**config.mk**
```make
export PLATFORM = sky130hd
export DESIGN_NAME = enigma_seq_ctrl
export DESIGN_NICKNAME = d
export VERILOG_FILES = /design/src/rtl/enigma_seq_ctrl.sv
export SDC_FILE = /design/constraint.sdc
export NUM_CORES = 1
export LEC_CHECK = 0
export CORE_ASPECT_RATIO = 0.6
export CORE_MARGIN = 10
export CORE_UTILIZATION = 50
export CTS_BUF_LIST = sky130_fd_sc_hd__clkbuf_8
export CTS_CLUSTER_SIZE = 10
export DETAILED_ROUTE_END_ITERATION = 8
export PLACE_DENSITY = 0.81
export SLEW_MARGIN = 20
export SYNTH_ARGS = -nofsm -noshare
export SYNTH_HDL_FRONTEND = slang
export SYNTH_SLANG_ARGS = --single-unit
```
**constraint.sdc**
```tcl
create_clock -name clk -period 2.2 [get_ports clk]
set_clock_uncertainty 0.05 [all_clocks]
set_input_delay 0.22 -clock clk [delete_from_list [all_inputs] [get_ports clk]]
set_output_delay 0.22 -clock clk [all_outputs]
set_load 0.02 [all_outputs]
```
**src/rtl/enigma_seq_ctrl.sv**
```systemverilog
// Enigma sequencer: rotor stepping (notch + double step) and seven-pass
// time-multiplexing of a shared substitution datapath, valid/ready on both sides.
module enigma_seq_ctrl #(
  parameter int unsigned NOTCH_R = 21,
  parameter int unsigned NOTCH_M = 4,
  parameter int unsigned NOTCH_L = 16,
  parameter int unsigned ALPHA   = 26
) (
  input  logic       clk,
  input  logic       rst_n,
  input  logic       cfg_load,
  input  logic [4:0] cfg_pos_l,
  input  logic [4:0] cfg_pos_m,
  input  logic [4:0] cfg_pos_r,
  input  logic       in_valid,
  input  logic [4:0] in_data,
  output logic       in_ready,
  output logic       out_valid,
  output logic [4:0] out_data,
  output logic       out_err,
  input  logic       out_ready,
  output logic [2:0] stg_sel,
  output logic [4:0] stg_in,
  output logic [4:0] stg_pos,
  input  logic [4:0] stg_out,
  output logic [4:0] pos_l,
  output logic [4:0] pos_m,
  output logic [4:0] pos_r
);

  // The left notch has no stepping effect; it is only range-checked here.
  if (NOTCH_R >= ALPHA || NOTCH_M >= ALPHA || NOTCH_L >= ALPHA) begin : g_notch_range
    $error("enigma_seq_ctrl: notch parameter outside alphabet");
  end

  typedef enum logic [1:0] {
    S_IDLE,
    S_STAGE,
    S_DONE
  } state_t;

  state_t     state, state_nx;
  logic [2:0] idx;
  logic       bad_in;
  logic       r_at, m_at;

  function automatic logic [4:0] inc_mod(input logic [4:0] p);
    return (p == 5'(ALPHA - 1)) ? '0 : p + 5'd1;
  endfunction

  function automatic logic [4:0] wrap_cfg(input logic [4:0] p);
    return (p >= 5'(ALPHA)) ? p - 5'(ALPHA) : p;
  endfunction

  assign bad_in    = in_data > 5'(ALPHA - 1);
  assign r_at      = pos_r == 5'(NOTCH_R);
  assign m_at      = pos_m == 5'(NOTCH_M);
  assign in_ready  = (state == S_IDLE) && !cfg_load;
  assign out_valid = (state == S_DONE);
  assign stg_sel   = (state == S_STAGE) ? idx : '0;

  always_comb begin
    stg_pos = '0;
    unique case (stg_sel)
      3'd0, 3'd6: stg_pos = pos_r;
      3'd1, 3'd5: stg_pos = pos_m;
      3'd2, 3'd4: stg_pos = pos_l;
      default:    stg_pos = '0;
    endcase
  end

  always_comb begin
    state_nx = state;
    unique case (state)
      S_IDLE:  if (!cfg_load && in_valid) state_nx = bad_in ? S_DONE : S_STAGE;
      S_STAGE: if (idx == 3'd6) state_nx = S_DONE;
      S_DONE:  if (out_ready) state_nx = S_IDLE;
      default: state_nx = S_IDLE;
    endcase
  end

  always_ff @(posedge clk or negedge rst_n) begin
    if (!rst_n) state <= S_IDLE;
    else        state <= state_nx;
  end

  // Stepping uses pre-step positions: both notch tests see the old values.
  always_ff @(posedge clk or negedge rst_n) begin
    if (!rst_n) begin
      pos_l    <= '0;
      pos_m    <= '0;
      pos_r    <= '0;
      stg_in   <= '0;
      idx      <= '0;
      out_data <= '0;
      out_err  <= 1'b0;
    end else begin
      unique case (state)
        S_IDLE: begin
          if (cfg_load) begin
            pos_l <= wrap_cfg(cfg_pos_l);
            pos_m <= wrap_cfg(cfg_pos_m);
            pos_r <= wrap_cfg(cfg_pos_r);
          end else if (in_valid) begin
            if (bad_in) begin
              out_data <= in_data;
              out_err  <= 1'b1;
            end else begin
              pos_r  <= inc_mod(pos_r);
              if (r_at || m_at) pos_m <= inc_mod(pos_m);
              if (m_at) pos_l <= inc_mod(pos_l);
              stg_in <= in_data;
              idx    <= '0;
            end
          end
        end
        S_STAGE: begin
          stg_in <= stg_out;
          if (idx == 3'd6) begin
            out_data <= stg_out;
            out_err  <= 1'b0;
          end else begin
            idx <= idx + 3'd1;
          end
        end
        default: ;
      endcase
    end
  end

endmodule

```
## Word level (Yosys, flattened, before mapping)

Cells that the tools add are included.

| cells by class | value |
|---|---|
| add/subtract/negate cells | 7 |
| $lt $le $gt $ge | 4 |
| eq/ne operators | 22 |
| mux-type cells | 43 |
| reductions and logical operators | 20 |

Operators with widths:

| operator | number |
|---|---|
| $mux W5 | 24 |
| $eq A5 B5 Y1 const B | 4 |
| $pmux W5 S2 | 2 |
| $add A5 B1 Y5 const B | 3 |
| $ge A5 B5 Y1 const B | 3 |
| $mux W3 | 5 |
| $pmux W5 S3 | 1 |
| $sub A5 B5 Y5 const B | 3 |
| $eq A3 B3 Y1 const B | 4 |
| $ne A2 B2 Y1 const B | 6 |
| $reduce_and A4 Y1 | 3 |
| $reduce_and A5 Y1 | 2 |
| $mux W2 | 4 |
| $reduce_bool A2 Y1 | 4 |
| $ne A2 B1 Y1 const B | 3 |
| $pmux W2 S3 | 1 |
| $pmux W3 S2 | 1 |
| $reduce_and A3 Y1 | 2 |
| $reduce_or A2 Y1 | 3 |
| $eq A5 B3 Y1 const B | 1 |
| $gt A5 B5 Y1 const B | 1 |
| $mux W1 | 4 |
| $add A3 B1 Y3 const B | 1 |
| $eq A3 B1 Y1 const B | 1 |
| other kinds (9) | 10 |

| word-level totals | value |
|---|---|
| flip-flop bits (word level) | 31 |
| input port bits | 30 |
| logic and storage cells | 104 |

## Longest topological paths before layout

| logic depth | value |
|---|---|
| depth after elaboration | 6 |
| depth in mapped cells | 6 |
| mapped depth without buffers | 6 |

## Worst setup path after synthesis

No wires, ideal clock.

| timing path | value |
|---|---|
| path type | register to output |
| start point | register state[0] |
| end point | output stg_pos[2] |
| arrival | 1650 ps |
| data required time | 1930 ps |
| slack | 280 ps |
| stages on the path, launching flop included | 7 |
| cells stage by stage | dfrtp_1 buf_2 nor2b_1 buf_2 o31a_1 nor2_1 a221oi_1 |

| on the way | value |
|---|---|
| word-level cells in the longest chain between the ends | 5 |
| elaborated cells between the ends (all ways) | 12 |

Ends and longest elaborated chain:

| element | line | source |
|---|---|---|
| start, declared | 42 | `state_t state, state_nx;` |
| start signal, assigned | 84 | `else state <= state_nx;` |
| $eq A2 B1 Y1 * | 60 | `assign stg_sel = (state == S_STAGE) ? idx : '0;` |
| $mux W3 * | 60 |  |
| $eq A3 B2 Y1, or another cell as far along | 64 | `unique case (stg_sel)` |
| $reduce_or A2 Y1 | 64 |  |
| $pmux W5 S3 * | 64 |  |
| end, declared | 24 | `output logic [4:0] stg_pos,` |

Every way passes the cells marked *; elsewhere a longest branch is shown, timed or not.

## Final worst setup path

| timing path | value |
|---|---|
| start point | register state[1] |
| end point | output stg_sel[2] |

| on the way | value |
|---|---|
| word-level cells in the longest chain between the ends | 2 |

Ends and longest elaborated chain:

| element | line | source |
|---|---|---|
| $eq A2 B1 Y1 | 60 |  |
| $mux W3 | 60 |  |
| end, declared | 22 | `output logic [2:0] stg_sel,` |

Every way passes these cells.

==> flow_metrics.tcl <==
set metrics [dict create \
    status "finished, final reports clean" \
    ys_ff_latch 31 \
    grt_antenna_before_repair 0 \
    drt_pass1_iterations 5 \
    cts_tree "yes" \
    grt_first_pass_wirelength_um 12000 \
    drt_iter0_drc 199 \
    nFillCells 330 \
    synth.area.top_cells "dfrtp_1 (34%), ha_1 (6.5%), o21ai_0 (5.7%), inv_1 (3.9%), mux2_2 (3.9%)" \
    grt_overflow_total 0 \
    syn-num-nets 297 \
    synth_top_cell_area_share_pct 33.7 \
    num_vias 2422 \
    final.setup.tns_ps 0 \
    htreeDepth 2 \
    gp_congestion 0.921 \
    dpl_cell_area_um2 3110 \
    cp.arrival_ps 1860 \
    start_util_pct 53.7 \
    synth_top_area_cell "dfrtp_1" \
    io_pins 66 \
    synth.avg_cell_area_um2 9.02 \
    insertion_delay_ps 290 \
    io_buffers 65 \
    hpwl_um 5690 \
    wl_per_cell_um 18.6 \
    synthArstFlopShare_pct 100 \
    synth_seq_area_share_pct 33.7 \
    cts_inserted_buffers 5 \
    fmax_ghz 0.470 \
    tightest_slew_ps 587 \
    hold_buffers 0 \
    die_y_um 72.5 \
    required_ps 1930 \
    ys_warn_count 0 \
    cts_root_buf "clkbuf_8" \
    cpMaxStageDelayCell "clkdlybuf4s50_1" \
    synthFlopType "dfrtp_1" \
    slew_headroom_pct 60.8 \
    core_um2 4280 \
    synth_cell_types 58 \
    crit_buf_inv 2 \
    cts_buffer_depth 2 \
    postSynthCellCount 255 \
    synth.most_common_cell "dfrtp_1" \
    nets 376 \
    clkSinkCount 31 \
    finalSetupViolCount 0 \
    slowest_delay_ps 650 \
    rows 18 \
    grt_use_total_pct 18.8 \
    cp_top_family "buffers and inverters" \
    rsz0062_at_grt "no" \
    max_cap_viol_count 0 \
    slew_viol_final 0 \
    ant_nets 0 \
    start_kind "flop" \
    path_cells "buf_4 -> nor3_1 -> clkdlybuf4s50_1" \
    die_w_um 108 \
    hold_viol 0 \
    routed_wl_um 7360 \
    die_area_um2 7800 \
    critical_path_class "flop to output port" \
    grt_max_degree 32 \
    clkSlewWorstSetupHoldPaths_ps 70 \
    syn_area_um2 2300 \
    hold_class "input port to asynchronous set/reset pin" \
    synth_common_cells "dfrtp_1 (31), o21ai_0 (26), inv_1 (24)" \
    synth-edff-count 0 \
    cp_max_fo 16 \
    p_leak_uw 0.00144 \
    period_minus_slack_ps 2130 \
    drive_above_1_share_pct 15.2 \
    power.density_nw_per_um2 1430 \
    period_share_pct 96.7 \
    cp-end-kind "output port" \
    drc_errors 0 \
    area_delta_synth_final_pct 40.1 \
    n_antenna_cell 0 \
    vdd_drop_max_mv 0.911 \
    grt_pass1_vias 2311 \
    vias_per_cell 6.13 \
    fin_area_um2 3220 \
]
==> cells by family (layout without fill, tap and decap cells) <==
family | Yosys count | in the layout | share of synthesized area [%]
and+or+nand+nor | 69 | 69 | 17.0
adders and majority gates | 12 | 12 | 6.53
buffers and inverters | 35 | 115 | 6.15
AOI/OAI and AO/OA | 89 | 89 | 27.5
xor gates and xnor gates | 2 | 2 | 0.762
DFF | 31 | 31 | 33.7
muxes | 17 | 17 | 8.27
==> registers in the layout (all words and copies together), names as in the netlist <==
register  flops
idx           3
out_data      5
out_err       1
pos_l         5
pos_m         5
pos_r         5
state         2
stg_in        5
==> per-layer routing <==
layer / vias to the layer above / share of wire (%) / track usage [%]
li1: 1125 / - / -
met1: 1200 / 47 / 26.9
met2: 90 / 43 / 26.4
met3: 7 / 8.6 / 5.20
met4: 0 / 0.80 / 5.60
met5: - / 0 / 0
==> worst paths after layout <==
| check | to | cells after the start | startpoint | slack [ps] |
|---|---|---|---|---|
| hold reg to reg | stg_in[4] | 2 | stg_in[4] | 460 |
| hold / removal | out_err | 2 | rst_n | 270 |
| setup / recovery | stg_sel[2] | 3 | state[1] | 70 |
| setup reg to reg | pos_m[4] | 6 | pos_m[1] | 140 |
| min in group clk | stg_in[4] | 2 | stg_in[4] | 460 |
| max in group asynchronous | idx[0] | 2 | rst_n | 1520 |
==> cells in the final DEF, fill, tap and decap left out, types with 4 or more instances in the layout <==
cell,synthesis,routed
o31ai_1,5,5
buf_4,0,17
clkbuf_8,0,7
a21oi_1,12,12
mux2_2,8,8
dfrtp_1,31,30
nand2_1,9,9
o21ai_0,26,26
nand3_1,10,10
clkbuf_2,0,4
o211ai_1,4,4
clkdlybuf4s50_1,0,57
mux2i_1,7,7
nor3_1,4,4
inv_1,24,25
nor2b_1,6,5
nor2_1,16,16
ha_1,12,12
==> metrics by stage <==
stage | setup WS [ps] | instances | hold slack [ps] | utilization (%) | total power [uW]
floorplan | 280 | 255 | -126 | - | 2780
global route | 2.52 | 395 | 330 | 75.3 | 4920
finish | 72.5 | 395 | 274 | 75.3 | 4620
detailed placement | 38.4 | 386 | 448 | 72.8 | 4110
global placement | 92.9 | 386 | 440 | 72.8 | 4050
CTS | 0.236 | 394 | 293 | 75.3 | 4590
==> repair_timing <==
item                       4_1_cts  5_1_grt
setup endpoints to repair        6        7
buffers inserted                 0        1
pin swaps                        0        2
resized for setup                9       13
==> power breakdown <==
| part | total, uW | switching [uW] | internal (uW) |
|---|---|---|---|
| registers | 1230 | 373 | 854 |
| logic | 2880 | 1550 | 1330 |
| clock network | 505 | 224 | 281 |
==> layout make-up <==
cell class	instances	area (um2)	area share, %
multi-input combinational	189	1400	43.4
clock buffer	7	96.3	2.99
sequential	31	777	24.1
timing repair buffer	83	781	24.2
tap	60	75.1	2.33
inverter	24	90.1	2.80
clock inverter	1	3.75	0.117
No activity file was read; power rests on OpenSTA's default activity.
